**config.mk**
```make
export PLATFORM = sky130hd
export DESIGN_NAME = jt12_eg_mon
export DESIGN_NICKNAME = d
export VERILOG_FILES = /design/src/rtl/jt12_eg_mon.sv
export SDC_FILE = /design/constraint.sdc
export NUM_CORES = 1
export LEC_CHECK = 0
export ABC_AREA = 1
export ABC_CLOCK_PERIOD_IN_PS = 3200
export BUFFER_PORTS_ARGS = -buffer_cell sky130_fd_sc_hd__buf_2
export CAP_MARGIN = 5
export CORE_UTILIZATION = 55
export DETAILED_ROUTE_END_ITERATION = 8
export PLACE_DENSITY = 0.78
export SETUP_SLACK_MARGIN = 0.4
export SLEW_MARGIN = 20
export SYNTH_ARGS = -nofsm -noshare
export SYNTH_HDL_FRONTEND = slang
export SYNTH_SLANG_ARGS = --single-unit
```
**constraint.sdc**
```tcl
create_clock -name clk -period 3.2 [get_ports clk]
set_input_delay 0.32 -clock clk [delete_from_list [all_inputs] [get_ports clk]]
set_output_delay 0.32 -clock clk [all_outputs]
set_load 0.01 [all_outputs]
```
**src/rtl/jt12_eg_mon.sv**
```systemverilog
// Envelope read-back monitor: realigns the time-multiplexed EG attenuation stream
// to slot numbers, serves single-slot snapshot reads and publishes per-frame status.
module jt12_eg_mon #(
   parameter int unsigned SLOTS  = 24,
   parameter logic [9:0]  SIL_TH = 10'h3F0
) (
   input  logic             clk,
   input  logic             rst_n,
   input  logic             clk_en,
   input  logic             zero,
   input  logic [9:0]       eg_V,
   input  logic             rd_req,
   input  logic [4:0]       rd_slot,
   output logic             rd_ack,
   output logic [9:0]       rd_data,
   output logic             rd_err,
   output logic             synced,
   output logic [SLOTS-1:0] sil_mask,
   output logic             all_silent,
   output logic [9:0]       frame_min,
   output logic [4:0]       min_slot
);

   localparam logic [4:0] LAST_SLOT = 5'(SLOTS - 1);
   localparam logic [5:0] NUM_SLOTS = 6'(SLOTS);

   typedef enum logic [1:0] {IDLE, WAIT, DONE} rd_state_t;

   rd_state_t        state;
   logic [4:0]       cnt;
   logic [4:0]       cur_slot;
   logic [4:0]       req_slot;
   logic             sync_now;
   logic             sil_now;
   logic             take_min;
   logic [SLOTS-1:0] sil_acc;
   logic [9:0]       min_acc;
   logic [4:0]       min_idx;
   logic             commit_p;

   // zero forces slot 0 and counts as synced in the very cycle it arrives
   always_comb begin
      cur_slot = zero ? 5'd0 : cnt;
      sync_now = synced | zero;
      sil_now  = (eg_V >= SIL_TH);
      take_min = (cur_slot == 5'd0) | (eg_V < min_acc);
   end

   // Slot alignment and frame accumulation; a frame is published one clk after its last slot
   always_ff @(posedge clk or negedge rst_n) begin
      if (!rst_n) begin
         cnt        <= 5'd0;
         synced     <= 1'b0;
         sil_acc    <= '1;
         min_acc    <= 10'h3FF;
         min_idx    <= 5'd0;
         commit_p   <= 1'b0;
         sil_mask   <= '1;
         all_silent <= 1'b1;
         frame_min  <= 10'h3FF;
         min_slot   <= 5'd0;
      end else begin
         commit_p <= 1'b0;
         if (clk_en) begin
            cnt <= (cur_slot == LAST_SLOT) ? 5'd0 : cur_slot + 5'd1;
            if (zero) synced <= 1'b1;
            if (sync_now) begin
               sil_acc[cur_slot] <= sil_now;
               if (take_min) begin
                  min_acc <= eg_V;
                  min_idx <= cur_slot;
               end
               commit_p <= (cur_slot == LAST_SLOT);
            end
         end
         if (commit_p) begin
            sil_mask   <= sil_acc;
            all_silent <= &sil_acc;
            frame_min  <= min_acc;
            min_slot   <= min_idx;
         end
      end
   end

   // Snapshot read handshake; rd_ack is high for the single clk spent in DONE
   always_ff @(posedge clk or negedge rst_n) begin
      if (!rst_n) begin
         state    <= IDLE;
         req_slot <= 5'd0;
         rd_ack   <= 1'b0;
         rd_data  <= 10'h3FF;
         rd_err   <= 1'b0;
      end else begin
         rd_ack <= 1'b0;
         case (state)
            IDLE: begin
               if (rd_req) begin
                  if ({1'b0, rd_slot} >= NUM_SLOTS) begin
                     rd_err  <= 1'b1;
                     rd_data <= 10'h3FF;
                     rd_ack  <= 1'b1;
                     state   <= DONE;
                  end else begin
                     req_slot <= rd_slot;
                     state    <= WAIT;
                  end
               end
            end
            WAIT: begin
               if (clk_en && sync_now && (cur_slot == req_slot)) begin
                  rd_data <= eg_V;
                  rd_err  <= 1'b0;
                  rd_ack  <= 1'b1;
                  state   <= DONE;
               end
            end
            DONE:    state <= IDLE;
            default: state <= IDLE;
         endcase
      end
   end

endmodule
```
# Word-level counts from Yosys, hierarchy flattened
# Index checks and enable logic that the tools add are counted.
# W data, S select, Z words.
# totals
ff_bits	105
latchBits	0
mem_bits_rw	0
mem_bits_ro	0
input_bits	20
output_inout_bits	53
elab_cells	66
mem_count	0
# classes
add_sub_neg	1
n_mul	0
div	0
magnitude_cmp	5
n_eq_ne	6
shift	0
mux	23
bitwise	3
n_reduce_logical	13
# op_table
operator	count
$mux W10	3
$bwmux W24	1
$reduce_and A24 Y1	1
$pmux W10 S2	1
$ge A10 B10 Y1 const B	1
$lt A10 B10 Y1	1
$mux W5	2
$mux W1	9
$lt A5 B6 Y1 const B	1
$mux W2	3
$ne A2 B2 Y1 const B	3
$reduce_and A2 Y1	3
$reduce_and A3 Y1	2
$add A5 B1 Y5 const B	1
$demux W1 S5	1
$eq A5 B5 Y1	1
$eq A5 B5 Y1 const B	1
$ge A5 B1 Y1 const B	1
$ge A5 B5 Y1 const B	1
$logic_not A5 Y1	1
$pmux W1 S2	2
$pmux W2 S2	1
$reduce_and A4 Y1	1
$logic_and A1 B1 Y1	3
5 further kinds	6

# Longest topological paths before layout
# Gate-level depths: netlist (run 1).
# logic_depth
ltp_word	6
mapped_depth	11
depth_no_buf	10

# Worst setup path before layout (run 1)
# No wires, ideal clock.
# synth_timing
path_type	reg2reg
start	register min_acc[9]
end	register min_idx[3]
setup_ns	0.117
t_arrival_ns	1.576
required_time_ns	3.083
slack_ns	1.507
path_stages_with_launch	10
n_path_buf	1
synth_period_minus_slack_ns	1.693
path_cell_list	dfstp_2 > inv_1 > ha_1 > a21oi_1 > nand2_1 > nor2_1 > nand3_2 > buf_2 > nand3_1 > nand2_1
# synth_between
elab_chain_cells	3
# synth_lines
item	line	text
start, declared	37	logic [9:0] min_acc;
start signal, assigned	70	min_acc <= eg_V;
$lt A10 B10 Y1	46	take_min = (cur_slot == 5'd0) | (eg_V < min_acc);
$or A1 B1 Y1	46	
$reduce_and A3 Y1 (no source line)	-	
end signal, assigned	71	min_idx <= cur_slot;
end, declared	38	logic [4:0] min_idx;
# Every way passes these cells.
# A chain may end at the register's enable or synchronous reset.

# Worst setup path in the final report (run 1)
# layout_timing
start	register min_acc[9]
end	register min_acc[1]
# layout_between
elab_chain_cells	3
# layout_lines
item	line
$lt A10 B10 Y1	46
$or A1 B1 Y1	46
$reduce_and A3 Y1 (no source line)	-
# Every way passes these cells.

==> results of run 1 <==
==> kinds of logic after synthesis <==
logic type,after synthesis
buffers and inverters,55
xor gates and xnor gates,1
DFF,105
and+or+nand+nor,297
AOI/OAI and AO/OA,66
adders and majority gates,13
==> layout make-up <==
type | count | area share
Timing Repair Buffer | 76 | 0.0749
Multi-Input combinational cell | 377 | 0.334
Sequential cell | 105 | 0.504
Clock inverter | 6 | 0.0141
Inverter | 37 | 0.0257
Tap cell | 105 | 0.0243
Clock buffer | 10 | 0.0236
==> placed cells by master (no fill, tap or decap), drive strengths merged <==
master	instances
clkbuf	10
o22ai	1
nand4	8
nand3	40
xor2	1
bufinv	1
nand2	201
inv	39
clkinv	3
a31oi	15
a21oi	32
nor3	3
ha	13
o21ai	18
buf	76
dfrtp	26
or2	8
nor4	1
dfstp	79
nor2	36
==> layer usage <==
layer	share of wire	track usage	wire length, um	up-vias
met1	0.47	0.355	4690	1810
met2	0.46	0.360	4510	145
met5	0	0	0	-
met3	0.059	0.0327	586	15
met4	0.013	0.0846	128	0
li1	-	-	-	1874
==> where the power goes <==
| group | total (uW) | switching [uW] | internal, uW |
|---|---|---|---|
| sequential | 1840 | 151 | 1690 |
| clock | 850 | 475 | 375 |
| combinational | 824 | 520 | 304 |
| total | 3520 | 1150 | 2370 |
==> stage by stage <==
stage | cell area, um2 | setup slack, ns | util | power, uW | std cells
2_1_floorplan | 4760 | 1.51 | - | 2420 | 537
3_3_place_gp | 5210 | 1.32 | 0.627 | 2630 | 700
3_5_place_dp | 5210 | 1.24 | 0.627 | 2680 | 700
4_1_cts | 5410 | 1.18 | 0.652 | 3530 | 716
5_1_grt | 5410 | 0.999 | 0.652 | 3730 | 716
6_report | 5410 | 1.18 | 0.652 | 3520 | 716
==> worst max-delay path, delay by kind of cell, from the launching register on <==
family,cells,cell delay (ns)
fa+ha+maj,1,0.28
buf+inv,1,0.05
compound gates,1,0.13
flops,1,0.55
simple gates,6,0.95
==> how the worst min path moves through the flow <==
stage,endpoint,start,slack (ns)
after detailed placement,sil_mask[22]$_DFFE_PN1P_,sil_mask[22]$_DFFE_PN1P_,0.45
after floorplan,cnt[0]$_DFFE_PN0P_,rst_n,0.02
after CTS,min_slot[3]$_DFFE_PN0P_,rst_n,0.12
final,min_slot[4]$_DFFE_PN0P_,rst_n,0.11
after global placement,sil_mask[5]$_DFFE_PN1P_,sil_mask[5]$_DFFE_PN1P_,0.45
after global routing,min_acc[5]$_DFFE_PN1P_,eg_V[5],0.15
==> sequential cells by signal, summed over array words and instances (netlist names), 2 cells and up <==
signal	cells
sil_acc	24
rd_data	10
cnt	5
frame_min	10
state	2
min_idx	5
req_slot	5
sil_mask	24
min_acc	10
min_slot	5
==> reports/summary.txt, run 1 <==
status: completed
Crit. End Element: register
Worst R2R Start: min_acc[9]$_DFFE_PN1P_
Pre-antenna DRT Iters: 5
Hold WS: 0.105 ns
Max rail drop VDD: 450 uV
Final Setup Violations: 0
Tot GR Track Use: 0.239
Initial Utilization: 0.574
Async SR Flop Fraction: 1.00
num ports: 73
Sum Neg Setup Slack: 0 ns
ANT cells: 0
Placer Congestion: 0.849
Hold Path Class: input pin to asynchronous set/reset pin
Required @ worst endpoint: 3.50 ns
EDFF count, synth: 0
CTS tree: built
Arrival @ worst endpoint: 2.33 ns
initial antenna violation count: 0
area of the multi-input gates: 1810 um2
CP Cell Sequence: inv_1 -> ha_1 -> a21oi_1 -> nand2_1 -> nor2_1 -> nand3_2 -> nand2_4 -> nand2_1 -> nand2_1
flops & latches, synth: 105
P_leak: 0.00277 uW
Max-cap violations: 0
synth cell count leaders: 195 x nand2_1, 79 x dfstp_2, 39 x nand3_1
Final HPWL DP: 7190 um
die area: 9030 um2
setup bufs post-CTS: 0
Storage cell area: 2730 um2
dominant cells by area after synthesis: dfstp_2 44%, nand2_1 15%, dfrtp_1 14%
post-layout net count: 639
Final Hold Viols: 0
worst clock skew: 0.0195 ns
Via Count: 3,844
cell repeated most along the worst path: nand2_1
Worst-path clk slew: 0.11 ns
Crit Path Max Fanout: 16
period utilization: 0.632
CP startpoint: min_acc[9]$_DFFE_PN1P_
Syn Inst Count: 537
num rows: 33
1st-iter DRT viols: 272
fin. max-slew vios: 0
Netlist cell types: 29
IO Port Bufs: 72
power density cells: 650 nW/um2
area leader, netlist: dfstp_2
drt wl/cell: 13.8 um
Inserted Clock Buffers: 9
Area Growth Syn to Fin: 13.7%
global-route wire length before repair: 16,500 um
slew margin rel.: 0.359
post-layout minimum cycle time: 2.02 ns
share of layout cells above drive strength 1: 0.313
Post-Synth XOR/XNOR Area: 0.00184
root buffer cell: clkbuf_8
detailed-route wire length: 9910 um
Synth Flop Type: dfstp_2
register area share after synthesis: 0.573
Yosys warning count: 0
die extent in x: 95.0 um
FILL cells: 704
Critical R2R Capture: min_acc[1]$_DFFE_PN1P_
# resized after CTS: 0
largest net degree at the start of global routing: 79
routed vias/inst: 5.37
count leader, synth: nand2_1
Num Clock Sinks: 105
RSZ-0062 raised after global routing: no
slowest stage cell, crit path: dfstp_2
Mapped Nets: 570
Tightest Pin Transition: 0.962 ns
crit path to: min_acc[1]$_DFFE_PN1P_
Die Y: 95.0 um
largest family of logic cells by synthesized area: simple AND/OR/NAND/NOR gates
maximum buffer depth of the clock tree: 2
Worst path max stage delay: 0.55 ns
mux cell area share after synthesis: 0
simple logic cell fraction of the synthesized area: 0.270
r2r setup slk: 1.18 ns
Residual DRC: 0
adder-cell share of the synthesized area: 0.0342
H-tree depth: 3
Fmax achieved: 494 MHz
cts hold-fix bufs: 0
Setup CP Type: register to register
antenna viol nets, final: 0
reg2reg path depth: 9
Mapped Area: 4760 um2
Synth Area in Compound Gates: 0.0736
Yosys top cell area share: 0.436
vias in the first global route: 3,468
worst skew pair latency: 0.37 ns
core area: 8300 um2
startpoint class of the critical path: register
gr ovfl total: 0
Avg Inst Size Synth: 8.87 um2
Power figures use the tool's default switching activity.
==> inputs of run 2 (changes only) <==
--- a/config.mk
+++ b/config.mk
@@ -5,13 +5,13 @@
 export SDC_FILE = /design/constraint.sdc
 export NUM_CORES = 1
 export LEC_CHECK = 0
-export ABC_AREA = 1
-export ABC_CLOCK_PERIOD_IN_PS = 3200
+export ABC_AREA = 0
+export ABC_CLOCK_PERIOD_IN_PS = 2029
 export BUFFER_PORTS_ARGS = -buffer_cell sky130_fd_sc_hd__buf_2
 export CAP_MARGIN = 5
 export CORE_UTILIZATION = 55
 export DETAILED_ROUTE_END_ITERATION = 8
-export PLACE_DENSITY = 0.78
+export PLACE_DENSITY = 0.77
 export SETUP_SLACK_MARGIN = 0.4
 export SLEW_MARGIN = 20
 export SYNTH_ARGS = -nofsm -noshare
==> constraint.sdc (replaced) <==
create_clock -name clk -period 2.03 [get_ports clk]
set_input_delay 0.203 -clock clk [delete_from_list [all_inputs] [get_ports clk]]
set_output_delay 0.203 -clock clk [all_outputs]
set_load 0.01 [all_outputs]
==> reports/summary.txt, run 2 <==
status: completed
root buffer cell: clkbuf_8
worst skew pair latency: 0.38 ns (about the same)
initial antenna violation count: 0 (unchanged)
Crit Path Max Fanout: 3 (-13)
Post-Synth XOR/XNOR Area: 0.00361 (+0.00177)
Pre-antenna DRT Iters: 4 (-1)
count leader, synth: dfstp_2
sw power: 1950 uW (+70%)
dominant cells by area after synthesis: dfstp_2 43%, dfrtp_1 13%, mux2_2 12%
1st-iter DRT viols: 176 (-35%)
Mapped Area: 4850 um2 (+1.8%)
P_leak: 0.00281 uW (+1.5%)
num rows: 33 (unchanged)
combinational share of power: 0.334 (+0.100)
Clock Power Share: 0.212 (-0.030)
CTS tree: built
FILL cells: 533 (-24%)
die area: 9190 um2 (+1.8%)
Mapped Nets: 416 (-27%)
post-layout net count: 517 (-19%)
Tot GR Track Use: 0.249 (+0.0107)
core area: 8380 um2 (+1.0%)
Yosys warning count: 0 (unchanged)
power density cells: 1000 nW/um2 (+54%)
Hold Path Class: input pin to register
worst clock skew: 0.0149 ns (-0.00452 ns)
simple logic cell fraction of the synthesized area: 0.0916 (-0.178)
Synth Area in Compound Gates: 0.112 (+0.0382)
r2r setup slk: 0.02 ns (-1.16 ns)
Worst path max stage delay: 0.56 ns (about the same)
Avg Inst Size Synth: 12.7 um2 (+43%)
synth cell count leaders: 79 x dfstp_2, 50 x mux2_2, 29 x o21ai_0
Worst-path clk slew: 0.10 ns (about the same)
Syn Inst Count: 383 (-29%)
largest family of logic cells by synthesized area: multiplexers
Final Setup Violations: 0 (unchanged)
Synth Flop Type: dfstp_2
vias in the first global route: 3,518 (+1.4%)
Via Count: 3,518 (-8.5%)
Final HPWL DP: 7000 um (-2.6%)
slew margin rel.: 0.249 (-0.109)
final worst slack: 0.0213 ns (-1.16 ns)
maximum buffer depth of the clock tree: 2 (unchanged)
gr ovfl total: 0 (unchanged)
EDFF count, synth: 0 (unchanged)
startpoint class of the critical path: register
drt wl/cell: 18.9 um (+37%)
global-route wire length before repair: 17,300 um (+5.0%)
Max rail drop VDD: 613 uV (+36%)
commonest non-fill, non-tap cell in the layout: dfstp_2
routed vias/inst: 5.92 (+10%)
Arrival @ worst endpoint: 2.27 ns (-0.06 ns)
Sw Ratio: 0.312 (-0.0137)
Required @ worst endpoint: 2.29 ns (-1.21 ns)
Layout Utilization: 0.746 (+0.0940)
share of layout cells above drive strength 1: 0.685 (+0.372)
Top Registers: sil_acc (24), sil_mask (24)
Initial Utilization: 0.578 (+0.00480)
post-layout minimum cycle time: 2.01 ns (-0.0145 ns)
Final Hold Viols: 0 (unchanged)
commonest cells after routing, fill and taps aside: 79 x dfstp_2, 71 x buf_2, 45 x mux2_2
Fmax achieved: 498 MHz (+0.72%)
IO Port Bufs: 72 (unchanged)
adder-cell share of the synthesized area: 0.0335 (-0.000617)
total power: 6250 uW (+78%)
Netlist cell types: 50 (+72%)
antenna viol nets, final: 0 (unchanged)
Area Growth Syn to Fin: 29.0%
num ports: 73 (unchanged)
area of the multi-input gates: 2420 um2 (+34%)
Max-cap violations: 0 (unchanged)
CP Cell Sequence: inv_1 -> ha_1 -> nand4_1 -> o21ai_2 -> a31oi_4 -> buf_6 -> mux2_4
Async SR Flop Fraction: 1.00 (unchanged)
detailed-route wire length: 11,300 um (+14%)
Yosys top cell area share: 0.428 (-0.00788)
Storage cell area: 2730 um2 (about the same)
CP Buf/Inv Count: 2 (+1)
area leader, netlist: dfstp_2
Setup CP Type: register to register
H-tree depth: 3 (unchanged)
register area share after synthesis: 0.562 (-0.0103)
Sum Neg Setup Slack: 0 ns (unchanged)
ANT cells: 0 (unchanged)
Num Clock Sinks: 105 (unchanged)
mux cell area share after synthesis: 0.165 (+0.165)
period utilization: 0.990 (+0.357)
Tightest Pin Transition: 1.12 ns (+0.161 ns)
die extent in x: 95.9 um (+0.90%)
RSZ-0062 raised after global routing: yes
largest net degree at the start of global routing: 46 (-42%)
Crit path max-delay family: flip-flops
Hold WS: 0.0610 ns (-0.0442 ns)
Placer Congestion: 0.794 (-6.4%)
Pint: 4300 uW (+81%)
Residual DRC: 0 (unchanged)
Die Y: 95.9 um (+0.90%)
Crit. End Element: register
Reg power frac: 0.454 (-0.070)
fin. max-slew vios: 0 (unchanged)
post-place setup slack: -0.0145 ns (-1.26 ns)
Inserted Clock Buffers: 9 (unchanged)
flops & latches, synth: 105 (unchanged)
slowest stage cell, crit path: dfstp_2
==> run 2: cell types whose count changed in the layout (fill, tap and decap cells not counted), sizes merged, moves of 13 or more <==
cell / previous run / this run
nand2: 201 / 21
mux2: 0 / 67
nand3: 40 / 5
buf: 76 / 108
a21oi: 32 / 6
inv: 39 / 15
o41ai: 0 / 23
nor2: 36 / 17
nand2b: 0 / 15
a31oi: 15 / 2
==> run 2: final cells by class <==
cell class,count,area share
repair buffers,110,0.116
clock inverters,5,0.00880
flip-flops and latches,105,0.436
inverters,14,0.00840
clock buffers,11,0.0226
multi-input cells,244,0.387
well taps,105,0.0210
==> run 2: power groups by stage <==
stage                     clock network [uW]  logic [uW]  registers (uW)
final                                   1320        2090            2840
after global routing                    1420        2250            2890
after CTS                               1330        1790            2810
after detailed placement                   0        1540            2850
after global placement                     0        1450            2830
after floorplan                            0        1040            2850
==> run 2: final timing paths <==
path	start	endpoint	depth (start not counted)
hold reg to reg	sil_mask[23]$_DFFE_PN1P_	sil_mask[23]$_DFFE_PN1P_	2
setup / recovery	min_acc[5]$_DFFE_PN1P_	min_idx[0]$_DFFE_PN0P_	7
min in group asynchronous	rst_n	state[0]$_DFFE_PN0P_	2
setup reg to reg	min_acc[5]$_DFFE_PN1P_	min_idx[0]$_DFFE_PN0P_	7
max in group asynchronous	rst_n	sil_mask[2]$_DFFE_PN1P_	3
hold / removal	rd_slot[0]	req_slot[0]$_DFFE_PN0P_	2
==> run 2: what timing repair did <==
action	CTS	global route
hold endpoints to repair	15	0
setup endpoints to repair	49	51
gates resized for setup	32	67
cloned	1	0
pin swaps	14	10
buffers inserted	12	4
hold buffers	1	0
==> run 2: cells by family after synthesis <==
logic type,Yosys count
AND/OR/NAND/NOR,83
adder cells (fa/ha/maj),13
XOR/XNOR,2
AO/OA/AOI/OAI,77
flip-flops,105
multiplexers,69
buffers and inverters,34
==> run 2: worst register-to-register path: cells and delay by family (launching register included) <==
family / cells / cell delay, ns
compound gates: 2 / 0.32
mux: 1 / 0.29
flops: 1 / 0.56
buf+inv: 2 / 0.19
simple gates: 1 / 0.19
fa+ha+maj: 1 / 0.34
==> run 2: per-stage QoR <==
step / instance area (um2) / std cells
5_1_grt: 6250 / 594
3_5_place_dp: 5490 / 560
6_report: 6250 / 594
4_1_cts: 5940 / 590
2_1_floorplan: 4940 / 383
3_3_place_gp: 5490 / 560
==> run 2: layer usage <==
layer  vias up  global-route usage  share of wire
li1       1606                   -              -
met1      1803               0.345           0.46
met2        92               0.395           0.49
met3        17              0.0577          0.040
met4         0              0.0709          0.012
met5         -                   0              0
==> inputs of run 3 (changes only) <==
--- a/config.mk
+++ b/config.mk
@@ -9,9 +9,11 @@
 export ABC_CLOCK_PERIOD_IN_PS = 2029
 export BUFFER_PORTS_ARGS = -buffer_cell sky130_fd_sc_hd__buf_2
 export CAP_MARGIN = 5
-export CORE_UTILIZATION = 55
+export CELL_PAD_IN_SITES_DETAIL_PLACEMENT = 2
+export CELL_PAD_IN_SITES_GLOBAL_PLACEMENT = 2
+export CORE_UTILIZATION = 38
 export DETAILED_ROUTE_END_ITERATION = 8
-export PLACE_DENSITY = 0.77
+export PLACE_DENSITY_LB_ADDON = 0.1
 export SETUP_SLACK_MARGIN = 0.4
 export SLEW_MARGIN = 20
 export SYNTH_ARGS = -nofsm -noshare
==> reports/summary.txt, run 3 (synthesized netlist as in run 2, its figures left out) <==
Pint: 4510 uW (+5.0%)
Clock Power Share: 0.251 (+0.039)
Placer Congestion: 0.726 (-8.6%)
commonest cells after routing, fill and taps aside: 79 x dfstp_2, 71 x buf_2, 46 x mux2_2
Max rail drop VDD: 425 uV (-31%)
sw power: 1970 uW (+1.0%)
Max-cap violations: 0 (unchanged)
num ports: 73 (unchanged)
gr ovfl total: 0 (unchanged)
Crit. End Element: register
die extent in x: 115 um (+20%)
Final Cell Area: 6290 um2 (+0.64%)
post-layout minimum cycle time: 2.03 ns (+0.0210 ns)
Setup CP Type: register to register
IO Port Bufs: 72 (unchanged)
Fmax achieved: 493 MHz (-1.0%)
area of the multi-input gates: 2350 um2 (-3.0%)
Hold WS: 0.0743 ns (+0.0133 ns)
core area: 12,200 um2 (+46%)
Critical R2R Capture: min_acc[9]$_DFFE_PN1P_
Initial Utilization: 0.397 (-0.181)
antenna viol nets, final: 0 (unchanged)
Die Y: 115 um (+20%)
Via Count: 3,475 (-1.2%)
initial antenna violation count: 0 (unchanged)
Crit Path Max Fanout: 6 (+3)
post-layout net count: 516 (-0.19%)
Num Clock Sinks: 105 (unchanged)
num rows: 40 (+21%)
Tot GR Track Use: 0.202 (-0.0470)
largest net degree at the start of global routing: 45 (-2.2%)
startpoint class of the critical path: register
status: completed
Worst-path clk slew: 0.07 ns (-0.03 ns)
Sw Ratio: 0.304 (-0.00819)
ANT cells: 0 (unchanged)
Area Growth Syn to Fin: 29.8%
1st-iter DRT viols: 70 (-60%)
Final Setup Violations: 0 (unchanged)
total power: 6490 uW (+3.7%)
Residual DRC: 0 (unchanged)
Storage cell area: 2730 um2 (about the same)
global-route wire length before repair: 20,200 um (+17%)
Required @ worst endpoint: 2.31 ns (+0.02 ns)
vias in the first global route: 3,762 (+6.9%)
Hold Path Class: input pin to register
maximum buffer depth of the clock tree: 2 (unchanged)
fin. max-slew vios: 0 (unchanged)
Layout Utilization: 0.515 (-0.231)
reg2reg path depth: 8 (+1)
detailed-route wire length: 12,800 um (+13%)
commonest non-fill, non-tap cell in the layout: dfstp_2
post-place setup slack: -0.0843 ns (-0.0698 ns)
Pre-antenna DRT Iters: 4 (unchanged)
Worst R2R Start: min_acc[7]$_DFFE_PN1P_
hold endpoint: req_slot[2]$_DFFE_PN0P_
Inserted Clock Buffers: 9 (unchanged)
worst skew pair latency: 0.36 ns (-0.02 ns)
area of placed instances: 5600 um2 (+2.0%)
RSZ-0062 raised after global routing: yes
FILL cells: 1,206 (+130%)
Final Hold Viols: 0 (unchanged)
CTS tree: built
worst clock skew: 0.0133 ns (-0.00166 ns)
Arrival @ worst endpoint: 2.31 ns (+0.04 ns)
slew margin rel.: 0.606 (+0.357)
Final HPWL DP: 8620 um (+23%)
Tightest Pin Transition: 0.589 ns (-0.534 ns)
share of layout cells above drive strength 1: 0.670 (-0.0150)
P_leak: 0.00278 uW (-0.83%)
period utilization: 1.00 (+0.0103)
H-tree depth: 3 (unchanged)
Top Registers: sil_acc (24), sil_mask (24)
r2r setup slk: 0.0003 ns (-0.02 ns)
power density cells: 1030 nW/um2 (+3.1%)
final worst slack: 0.000326 ns (-0.0210 ns)
drt wl/cell: 19.4 um (+2.6%)
routed vias/inst: 5.30 (-11%)
root buffer cell: clkbuf_16
Hold Crit Start: rd_slot[2]
die area: 13,200 um2 (+44%)
hold depth: 2 (unchanged)
combinational share of power: 0.311 (-0.023)
Reg power frac: 0.439 (-0.015)
==> run 3: changes by cell type in the layout (fill, tap and decap cells not counted), sizes merged <==
cell,previous run,this run
bufinv,1,0
clkbuf,12,13
clkinv,3,2
clkinvlp,0,1
inv,15,14
==> run 3: stage by stage <==
stage                     setup TNS [ns]  cells
after floorplan                        0    383
after global placement                 0    627
after detailed placement          -0.603    627
after CTS                         -0.131    650
after global routing              -0.589    656
final                                  0    656
==> run 3: worst max-delay path, cell delays in order (launching register included) <==
cell	delay [ns]
dfstp_2	0.54
inv_2	0.05
ha_4	0.23
a21oi_1	0.16
o21a_1	0.18
a21boi_2	0.08
a31oi_4	0.20
buf_6	0.17
mux2_2	0.34
==> run 3: final cells by class <==
cell class | count | area share
clock buffers | 13 | 0.0398
clock inverters | 3 | 0.00278
inverters | 14 | 0.00835
multi-input cells | 244 | 0.373
flip-flops and latches | 105 | 0.434
well taps | 168 | 0.0334
repair buffers | 109 | 0.109
==> run 3: what timing repair did <==
item                                    CTS  global route
endpoints found under the setup margin   48            55
buffers inserted                          6             6
hold endpoints to repair                  2             0
resized for setup                        25            53
pin swaps                                11            10
cloned                                    0             0
hold buffers                              1             0
==> run 3: power groups by stage <==
| stage | Sequential, uW | Combinational (uW) | Clock, uW |
|---|---|---|---|
| after detailed placement | 2870 | 1610 | 0 |
| after CTS | 2850 | 1820 | 1680 |
| after floorplan | 2850 | 1040 | 0 |
| after global routing | 2890 | 2200 | 1730 |
| after global placement | 2830 | 1530 | 0 |
| final | 2850 | 2020 | 1630 |
==> run 3: how the worst max path moves through the flow <==
| stage | startpoint | endpoint | depth (start not counted) |
|---|---|---|---|
| 4_1_cts | min_acc[9]$_DFFE_PN1P_ | min_acc[0]$_DFFE_PN1P_ | 8 |
| 5_1_grt | cnt[0]$_DFFE_PN0P_ | min_acc[9]$_DFFE_PN1P_ | 8 |
| 3_5_place_dp | min_acc[9]$_DFFE_PN1P_ | min_acc[4]$_DFFE_PN1P_ | 8 |
| 6_report | min_acc[7]$_DFFE_PN1P_ | min_acc[9]$_DFFE_PN1P_ | 8 |
| 2_1_floorplan | min_acc[6]$_DFFE_PN1P_ | min_idx[1]$_DFFE_PN0P_ | 8 |
| 3_3_place_gp | min_acc[4]$_DFFE_PN1P_ | min_acc[9]$_DFFE_PN1P_ | 8 |
==> run 3: metal layers <==
| metal | up-vias | routed length [um] | global-route usage |
|---|---|---|---|
| met5 | - | 0 | 0 |
| met4 | 0 | 225 | 0.0788 |
| met3 | 15 | 292 | 0.0279 |
| met2 | 57 | 6470 | 0.348 |
| met1 | 1813 | 5760 | 0.259 |
| li1 | 1590 | - | - |
